===== config.mk =====
export PLATFORM = sky130hd
export DESIGN_NAME = pc_redirect_unit_flat
export DESIGN_NICKNAME = d
export VERILOG_FILES = /design/src/rtl/pc_redirect_unit_if.sv /design/src/rtl/pc_redirect_unit.sv /design/src/flat_wrapper.sv
export SDC_FILE = /design/constraint.sdc
export NUM_CORES = 1
export LEC_CHECK = 0
export BUFFER_PORTS_ARGS = -buffer_cell sky130_fd_sc_hd__buf_2
export CORE_AREA = 8 8 104 153
export DETAILED_ROUTE_END_ITERATION = 6
export DIE_AREA = 0 0 112 161
export GPL_ROUTABILITY_DRIVEN = 0
export PLACE_DENSITY = 0.88
export SLEW_MARGIN = 20
export SYNTH_ARGS = -nofsm -noshare
export SYNTH_HDL_FRONTEND = slang
export SYNTH_SLANG_ARGS = --single-unit

===== constraint.sdc =====
create_clock -name clk -period 4.31 [get_ports clk]
set_input_delay 0.862 -clock clk [delete_from_list [all_inputs] [get_ports clk]]
set_output_delay 0.862 -clock clk [all_outputs]
set_load 0.02 [all_outputs]

===== src/rtl/pc_redirect_unit_if.sv =====
// Fetch-side bus of the PC redirect unit: stall/branch/exception inputs toward fetch,
// the current fetch address and branch statistics back out.
interface pc_redirect_unit_if #(
    parameter int CNT_W = 32
);
    logic             stallF;
    logic             branchD;
    logic             takenD;
    logic [31:0]      targetD;
    logic             flushM;
    logic [31:0]      pc_excM;
    logic [31:0]      pcF;
    logic             inst_en;
    logic             pc_adelF;
    logic             redirect_pend;
    logic [CNT_W-1:0] br_total;
    logic [CNT_W-1:0] br_taken;

    modport master (
        output stallF, branchD, takenD, targetD, flushM, pc_excM,
        input  pcF, inst_en, pc_adelF, redirect_pend, br_total, br_taken
    );

    modport slave (
        input  stallF, branchD, takenD, targetD, flushM, pc_excM,
        output pcF, inst_en, pc_adelF, redirect_pend, br_total, br_taken
    );
endinterface


===== src/rtl/pc_redirect_unit.sv =====
// Fetch PC register and next-PC selector; redirects that arrive while fetch is stalled
// are held until the stall lifts. Also keeps saturating branch performance counters.
module pc_redirect_unit #(
    parameter logic [31:0] RESET_PC = 32'hBFC0_0000,
    parameter int          CNT_W    = 32
) (
    input logic               clk,
    input logic               rst,
    pc_redirect_unit_if.slave bus
);

    typedef enum logic [1:0] {
        IDLE     = 2'd0,
        PEND_BR  = 2'd1,
        PEND_EXC = 2'd2
    } pend_state_e;

    pend_state_e      state_q, state_d;
    logic [31:0]      pc_q, pc_d;
    logic [31:0]      pend_tgt_q, pend_tgt_d;
    logic             inst_en_q, inst_en_d;
    logic [CNT_W-1:0] br_total_q, br_total_d;
    logic [CNT_W-1:0] br_taken_q, br_taken_d;

    logic             br_redirect;
    logic             br_count;
    logic             pend_valid;
    logic             pend_accept_br;

    function automatic logic [CNT_W-1:0] sat_inc(input logic [CNT_W-1:0] v);
        logic [CNT_W-1:0] r;
        r = (v == {CNT_W{1'b1}}) ? v : v + 1'b1;
        return r;
    endfunction

    assign br_redirect = bus.branchD & bus.takenD;
    assign br_count    = bus.branchD & ~bus.flushM;

    always_ff @(posedge clk) begin
        if (rst) begin
            state_q    <= IDLE;
            pc_q       <= RESET_PC;
            inst_en_q  <= 1'b0;
            br_total_q <= '0;
            br_taken_q <= '0;
        end else begin
            state_q    <= state_d;
            pc_q       <= pc_d;
            inst_en_q  <= inst_en_d;
            br_total_q <= br_total_d;
            br_taken_q <= br_taken_d;
        end
    end

    // The buffered target is only consulted while the FSM is out of IDLE.
    always_ff @(posedge clk) begin
        pend_tgt_q <= pend_tgt_d;
    end

    always_comb begin
        state_d = state_q;
        if (!bus.stallF) begin
            state_d = IDLE;
        end else if (bus.flushM) begin
            state_d = PEND_EXC;
        end else if (br_redirect && state_q != PEND_EXC) begin
            state_d = PEND_BR;
        end
    end

    always_comb begin
        pend_valid     = (state_q != IDLE);
        pend_accept_br = br_redirect && (state_q != PEND_EXC);
    end

    // A stalled exception always wins the buffer; a stalled branch only takes it if no
    // exception is already waiting there.
    always_comb begin
        pend_tgt_d = pend_tgt_q;
        if (bus.stallF) begin
            if (bus.flushM) begin
                pend_tgt_d = bus.pc_excM;
            end else if (pend_accept_br) begin
                pend_tgt_d = bus.targetD;
            end
        end
    end

    always_comb begin
        pc_d = pc_q;
        if (!bus.stallF) begin
            if (bus.flushM) begin
                pc_d = bus.pc_excM;
            end else if (pend_valid) begin
                pc_d = pend_tgt_q;
            end else if (br_redirect) begin
                pc_d = bus.targetD;
            end else begin
                pc_d = pc_q + 32'd4;
            end
        end
    end

    always_comb begin
        inst_en_d  = 1'b1;
        br_total_d = br_total_q;
        br_taken_d = br_taken_q;
        if (br_count) begin
            br_total_d = sat_inc(br_total_q);
            if (bus.takenD) begin
                br_taken_d = sat_inc(br_taken_q);
            end
        end
    end

    assign bus.pcF           = pc_q;
    assign bus.inst_en       = inst_en_q;
    assign bus.pc_adelF      = |pc_q[1:0];
    assign bus.redirect_pend = pend_valid;
    assign bus.br_total      = br_total_q;
    assign bus.br_taken      = br_taken_q;

endmodule

===== src/flat_wrapper.sv =====
// flat-port wrapper written by rule: the top's interface ports become plain ports
module pc_redirect_unit_flat 
#(
    parameter logic [31:0] RESET_PC = 32'hBFC0_0000,
    parameter int          CNT_W    = 32
)
  (clk, rst, bus_stallF, bus_branchD, bus_takenD, bus_targetD, bus_flushM, bus_pc_excM, bus_pcF, bus_inst_en, bus_pc_adelF, bus_redirect_pend, bus_br_total, bus_br_taken);
  pc_redirect_unit_if #(.CNT_W(CNT_W)) bus_i ();
  input logic clk;
  input logic rst;
  input wire logic [$bits(bus_i.stallF)-1:0] bus_stallF;
  input wire logic [$bits(bus_i.branchD)-1:0] bus_branchD;
  input wire logic [$bits(bus_i.takenD)-1:0] bus_takenD;
  input wire logic [$bits(bus_i.targetD)-1:0] bus_targetD;
  input wire logic [$bits(bus_i.flushM)-1:0] bus_flushM;
  input wire logic [$bits(bus_i.pc_excM)-1:0] bus_pc_excM;
  output wire logic [$bits(bus_i.pcF)-1:0] bus_pcF;
  output wire logic [$bits(bus_i.inst_en)-1:0] bus_inst_en;
  output wire logic [$bits(bus_i.pc_adelF)-1:0] bus_pc_adelF;
  output wire logic [$bits(bus_i.redirect_pend)-1:0] bus_redirect_pend;
  output wire logic [$bits(bus_i.br_total)-1:0] bus_br_total;
  output wire logic [$bits(bus_i.br_taken)-1:0] bus_br_taken;
  assign bus_i.stallF = bus_stallF;
  assign bus_i.branchD = bus_branchD;
  assign bus_i.takenD = bus_takenD;
  assign bus_i.targetD = bus_targetD;
  assign bus_i.flushM = bus_flushM;
  assign bus_i.pc_excM = bus_pc_excM;
  assign bus_pcF = bus_i.pcF;
  assign bus_inst_en = bus_i.inst_en;
  assign bus_pc_adelF = bus_i.pc_adelF;
  assign bus_redirect_pend = bus_i.redirect_pend;
  assign bus_br_total = bus_i.br_total;
  assign bus_br_taken = bus_i.br_taken;
  pc_redirect_unit #(.RESET_PC(RESET_PC), .CNT_W(CNT_W)) u_core (.clk(clk), .rst(rst), .bus(bus_i));
endmodule

==> impl_metrics.env, run 1 <==
export IMPL_p_per_area_nw_per_um2=372
export IMPL_worstSetupPathType="flip-flop to output pin"
export IMPL_end_kind="output pin"
export IMPL_dp_hpwl_um=16100
export IMPL_start_util_pct=52.0
export IMPL_syn_area_per_cell_um2=8.47
export IMPL_setup_tns_ns=0
export IMPL_hold_path_endpoint="u_core.bus.pcF[0]"
export IMPL_critPathLaunchType="flip-flop"
export IMPL_die_x_um=112
export IMPL_layout_drive_gt1_share_pct=24.4
export IMPL_synth_edf_count=32
export IMPL_worst_pin_slew_ns=1.10
export IMPL_cts_resized_gates=0
export IMPL_finalSetupViolCount=0
export IMPL_synth_area_leaders="dfxtp_1, edfxtp_1, o21ai_0, a21oi_1, nand2_1"
export IMPL_skew_ns=0.0102
export IMPL_syn_area_um2=7180
export IMPL_cp_required_ns=3.45
export IMPL_core_area_um2=13800
export IMPL_design_die_area_um2=18000
export IMPL_async_flop_share_pct=0
export IMPL_ys_types=68
export IMPL_drv_slew=0
export IMPL_hp_start="u_core.bus.pcF[0]"
export IMPL_design_area_um2=8810
export IMPL_wl_um=22700
export IMPL_p_leak_uw=0.00337
export IMPL_ctsRootBufferMaster="clkbuf_16"
export IMPL_grt_pass1_vias=7367
export IMPL_maxSlewHeadroom_pct=26.1
export IMPL_r2r_start="u_core.bus.br_total[0]"
export IMPL_vias=7597
export IMPL_synth_top_area_share_pct=27.6
export IMPL_placed_cell_area_um2=8140
export IMPL_drc=0
export IMPL_cts_sinks=131
export IMPL_clkLatencyLatePin_ns=0.42
export IMPL_syn_num_nets=920
export IMPL_status="complete, no violations"
export IMPL_post_cts_setup_buffers=0
export IMPL_track_usage_pct=24.7
export IMPL_synth_top_area_cell="dfxtp_1"
export IMPL_final_common_cell="buf_2"
export IMPL_route_antenna_remaining_nets=0
export IMPL_cap_violations=0
export IMPL_min_period_over_period_pct=61.6
export IMPL_min_path_cells=2
export IMPL_whs_ns=0.493
export IMPL_fin_nets=1071
export IMPL_htree_levels=4
export IMPL_wl_per_cell_um=19.3
export IMPL_hold_buffers=0
export IMPL_setup_ws_ns=1.66
export IMPL_pre_cts_ws_ns=1.35
export IMPL_fmax_mhz=377
export IMPL_drtIter0Drc=763
export IMPL_cts_max_path_buffers=2
export IMPL_reg2reg_slack_ns=1.79
export IMPL_ys_seq_elements=131
export IMPL_dieHeight_um=161
export IMPL_grt_antenna_before_repair=2
export IMPL_final_cell_mix="buf_2, dfxtp_1, o21ai_0"
export IMPL_ir_drop_uv=212
export IMPL_rr_worst_depth=6
export IMPL_rsz0062_at_grt="no"
export IMPL_finalHoldViolations=0
export IMPL_hp_class="flip-flop to flip-flop"
export IMPL_first_pass_iters=5
export IMPL_cts_buffers=17
export IMPL_pin_count=169
export IMPL_arrival_ns=1.79
export IMPL_area_growth_synth_to_final_pct=22.7
export IMPL_overflow=0
export IMPL_instances_no_fill=1178
export IMPL_grt_pass1_wl_um=36500
export IMPL_syn_inst=847
export IMPL_cts_tree="yes"
export IMPL_numPlacedInstances=1144
export IMPL_grt_max_degree=61
export IMPL_synth_flop_cell="dfxtp_1"
export IMPL_path_clk_slew_ns=0.06
export IMPL_synth_seq_area_share_pct=41.0
export IMPL_yosysWarnings=0
export IMPL_crit_fanout=24
export IMPL_period_needed_ns=2.65
export IMPL_portBuffers=168
export IMPL_fp_row_count=53
export IMPL_via_per_inst=6.45
export IMPL_r2r_end="u_core.bus.br_total[30]"
[Yosys cell counts, types with 9 or more instances]
master	n
or3_1	32
a21oi_1	65
edfxtp_1	32
nor2_1	50
a311oi_1	9
a22oi_1	12
nand3_1	35
o31ai_1	13
nor3_1	22
nand4_1	29
nand2_1	73
clkbuf_1	43
xnor2_1	21
and4_1	10
or4_1	10
dfxtp_1	99
inv_1	37
mux2_2	21
nor4_1	9
and3_1	13
o21ai_0	76
o211ai_1	10
a211oi_1	10
[where the power goes]
group / internal, µW / switching, µW / leakage [µW] / total [µW]
Combinational: 126 / 216 / 0.00194 / 343
Sequential: 1310 / 46.7 / 0.00111 / 1360
Clock: 1010 / 566 / 0.000318 / 1580
[per-layer routing]
layer / wire length (µm) / part of all wire [%] / track usage, % / up-vias
met4: 1040 / 4.6 / 14.4 / 0
met3: 1770 / 7.8 / 5.57 / 86
met5: 0 / 0 / 0 / -
met2: 11500 / 51 / 43.7 / 383
met1: 8400 / 37 / 26.6 / 3575
li1: - / - / - / 3553
[worst max path at each step]
stage                                       start                       to  slack (ns)  cells past startpoint
after floorplan                        bus_takenD     u_core.pend_tgt_q[0]        0.83                      4
after global placement                 bus_flushM  u_core.bus.br_taken[20]        1.44                      6
after detailed placement               bus_flushM       u_core.bus.pcF[23]        1.35                      5
after CTS                 u_core.bus.br_taken[12]   u_core.bus.br_taken[2]        1.54                      5
after global routing                   bus_flushM        u_core.bus.pcF[5]        1.56                      6
final                           u_core.state_q[0]        bus_redirect_pend        1.66                      5
[registers in the layout, indices dropped and copies added (netlist names)]
| name | flops |
|---|---|
| u_core.state_q | 2 |
| u_core.pend_tgt_q | 32 |
| u_core.bus.br_total | 32 |
| u_core.bus.inst_en | 1 |
| u_core.bus.br_taken | 32 |
| u_core.bus.pcF | 32 |
[worst max-delay path: stages (launching register included)]
cell,delay (ns)
dfxtp_1,0.48
nor2_1,0.08
buf_4,0.21
inv_1,0.07
buf_4,0.29
buf_2,0.23
[metrics by stage]
step                      total power [µW]  util [%]
after CTS                             3280      63.8
after global routing                  3370      63.9
after global placement                1700      59.0
after floorplan                       1580         -
after detailed placement              1710      59.0
final                                 3270      63.9
[final cells by class]
cell class,instances,area [µm²]
inverter,37,139
clock buffer,24,547
antenna,2,5.00
timing repair buffer,180,931
fill,1182,4990
sequential,131,2940
multi-input combinational,631,3930
tap,165,206
clock inverter,8,108
[kinds of logic (layout without fill, tap and decap cells)]
family | Yosys count | in the layout | share of synthesized area (%)
muxes | 23 | 23 | 3.57
buffers and inverters | 85 | 249 | 4.57
xor gates and xnor gates | 26 | 26 | 3.17
DFF | 131 | 131 | 41.0
adders and majority gates | 3 | 3 | 0.523
and+or+nand+nor | 315 | 315 | 23.4
other | 0 | 2 | 0
AOI/OAI and AO/OA | 264 | 264 | 23.8
No activity file was read; power rests on OpenSTA's default activity.
==> inputs of run 2 (changes only) <==
- clock period: 4.31 -> 2.5 ns (I/O delays scaled with it)
==> run 2 against run 1 <==
Against the previous run:
- global-route usage grew 0.23 points
- utilization grew 1.1 points
- highest routed layer unchanged
- clock skew shrank 0.00062 ns
- critical endpoint is now u_core.bus.br_total[30]
- register-to-register slack lost 1.6 ns
- final cell count grew 2.0%
==> impl_metrics.env, run 2 (synthesis results as in run 1) <==
export IMPL_diodes=0
export IMPL_ctsRootBufferMaster="clkbuf_16"
export IMPL_dieHeight_um=161
export IMPL_path_clk_slew_ns=0.06
export IMPL_final_cell_mix="buf_2, dfxtp_1, o21ai_0"
export IMPL_rr_worst_depth=6
export IMPL_critPathLaunchType="flip-flop"
export IMPL_crit_end="u_core.bus.br_total[30]"
export IMPL_min_period_over_period_pct=91.8
export IMPL_route_antenna_remaining_nets=0
export IMPL_r2r_start="u_core.bus.br_total[0]"
export IMPL_r2r_end="u_core.bus.br_total[30]"
export IMPL_design_die_area_um2=18000
export IMPL_skew_ns=0.00962
export IMPL_p_leak_uw=0.00348
export IMPL_grt_pass1_vias=7576
export IMPL_whs_ns=0.383
export IMPL_cts_sinks=131
export IMPL_status="complete, no violations"
export IMPL_cp_startpoint="u_core.bus.br_total[0]"
export IMPL_design_area_um2=8950
export IMPL_seq_area_um2=2940
export IMPL_multi_input_area_um2=3920
export IMPL_crit_fanout=9
export IMPL_start_util_pct=52.0
export IMPL_end_kind="flip-flop"
export IMPL_fmax_mhz=436
export IMPL_cap_violations=0
export IMPL_maxSlewHeadroom_pct=55.2
export IMPL_clkLatencyLatePin_ns=0.42
export IMPL_cts_buffers=17
export IMPL_cts_tree="yes"
export IMPL_setup_ws_ns=0.205
export IMPL_grt_pass1_wl_um=36900
export IMPL_drtIter0Drc=652
export IMPL_power_share_clock_pct=45.8
export IMPL_layout_drive_gt1_share_pct=26.3
export IMPL_finalHoldViolations=0
export IMPL_grt_max_degree=69
export IMPL_first_pass_iters=5
export IMPL_hold_buffers=0
export IMPL_overflow=0
export IMPL_wl_per_cell_um=19.0
export IMPL_setup_tns_ns=0
export IMPL_drv_slew=0
export IMPL_internal_power_uw=4010
export IMPL_reg2reg_slack_ns=0.20
export IMPL_pin_count=169
export IMPL_wl_um=22800
export IMPL_n_fill_cell=1176
export IMPL_p_per_area_nw_per_um2=609
export IMPL_dp_hpwl_um=16600
export IMPL_drc=0
export IMPL_die_x_um=112
export IMPL_post_cts_setup_buffers=0
export IMPL_rsz0062_at_grt="no"
export IMPL_pre_cts_ws_ns=0.232
export IMPL_seqPwrFrac_pct=42.7
export IMPL_worstSetupPathType="flip-flop to flip-flop"
export IMPL_placed_cell_area_um2=8360
export IMPL_core_area_um2=13800
export IMPL_ir_drop_uv=439
export IMPL_combPwrFrac_pct=11.5
export IMPL_via_per_inst=6.35
export IMPL_worst_pin_slew_ns=0.672
export IMPL_cts_resized_gates=0
export IMPL_p_sw_uw=1440
export IMPL_htree_levels=4
export IMPL_track_usage_pct=25.0
export IMPL_area_growth_synth_to_final_pct=24.8
export IMPL_grt_antenna_before_repair=0
export IMPL_final_common_cell="buf_2"
export IMPL_period_needed_ns=2.30
export IMPL_portBuffers=168
export IMPL_cp_required_ns=2.86
export IMPL_fin_nets=1097
export IMPL_vias=7634
export IMPL_arrival_ns=2.65
export IMPL_p_sw_share_pct=26.4
export IMPL_hp_class="input port to flip-flop"
export IMPL_finalSetupViolCount=0
export IMPL_fp_row_count=53
export IMPL_cts_max_path_buffers=2
==> run 2: layout make-up <==
type	count	share of cell area, %
clock buffers	21	5.51
multi-input cells	631	43.8
repair buffers	206	12.9
flip-flops and latches	131	32.9
well taps	165	2.31
clock inverters	11	1.10
inverters	37	1.55
==> run 2: power groups by stage <==
stage / combinational (µW) / sequential, µW / clock (µW)
3_3_place_gp: 603 / 2360 / 0
6_report: 627 / 2330 / 2500
3_5_place_dp: 615 / 2370 / 0
4_1_cts: 621 / 2320 / 2510
5_1_grt: 676 / 2330 / 2620
2_1_floorplan: 311 / 2410 / 0
==> run 2: per-layer routing <==
metal  wire length [µm]  vias to the layer above  part of all wire (%)  GRT usage (%)
met5                  0                        -                     0              0
met4               1130                        0                   4.9           14.6
met3               1750                       89                   7.7           6.13
met2              11500                      364                    50           44.3
met1               8440                     3589                    37           26.3
li1                   -                     3592                     -              -
==> run 2: how the worst min path moves through the flow <==
stage                               from  slack [ns]                    end  cells past startpoint
floorplan           u_core.pend_tgt_q[6]        0.50      u_core.bus.pcF[6]                      2
global placement      u_core.bus.pcF[31]        0.46     u_core.bus.pcF[31]                      1
detailed placement    u_core.bus.pcF[31]        0.47     u_core.bus.pcF[31]                      1
CTS                      bus_pc_excM[22]        0.37  u_core.pend_tgt_q[22]                      3
global route             bus_targetD[18]        0.39     u_core.bus.pcF[18]                      3
finish                   bus_pc_excM[21]        0.38  u_core.pend_tgt_q[21]                      3
==> run 2: critical path: stages, from the launching register on <==
cell and delay, ns:
dfxtp_1 0.34, ha_1 0.19, nand4_1 0.16, or4_4 0.58, or3_4 0.42, or4_1 0.40, a21oi_1 0.14
==> run 2: per-stage QoR <==
step | instances | utilization (%) | power [µW]
3_3_place_gp | 1170 | 60.6 | 2970
3_5_place_dp | 1170 | 60.6 | 2980
6_report | 1202 | 64.9 | 5450
4_1_cts | 1202 | 64.9 | 5460
2_1_floorplan | 847 | - | 2720
5_1_grt | 1202 | 64.9 | 5630
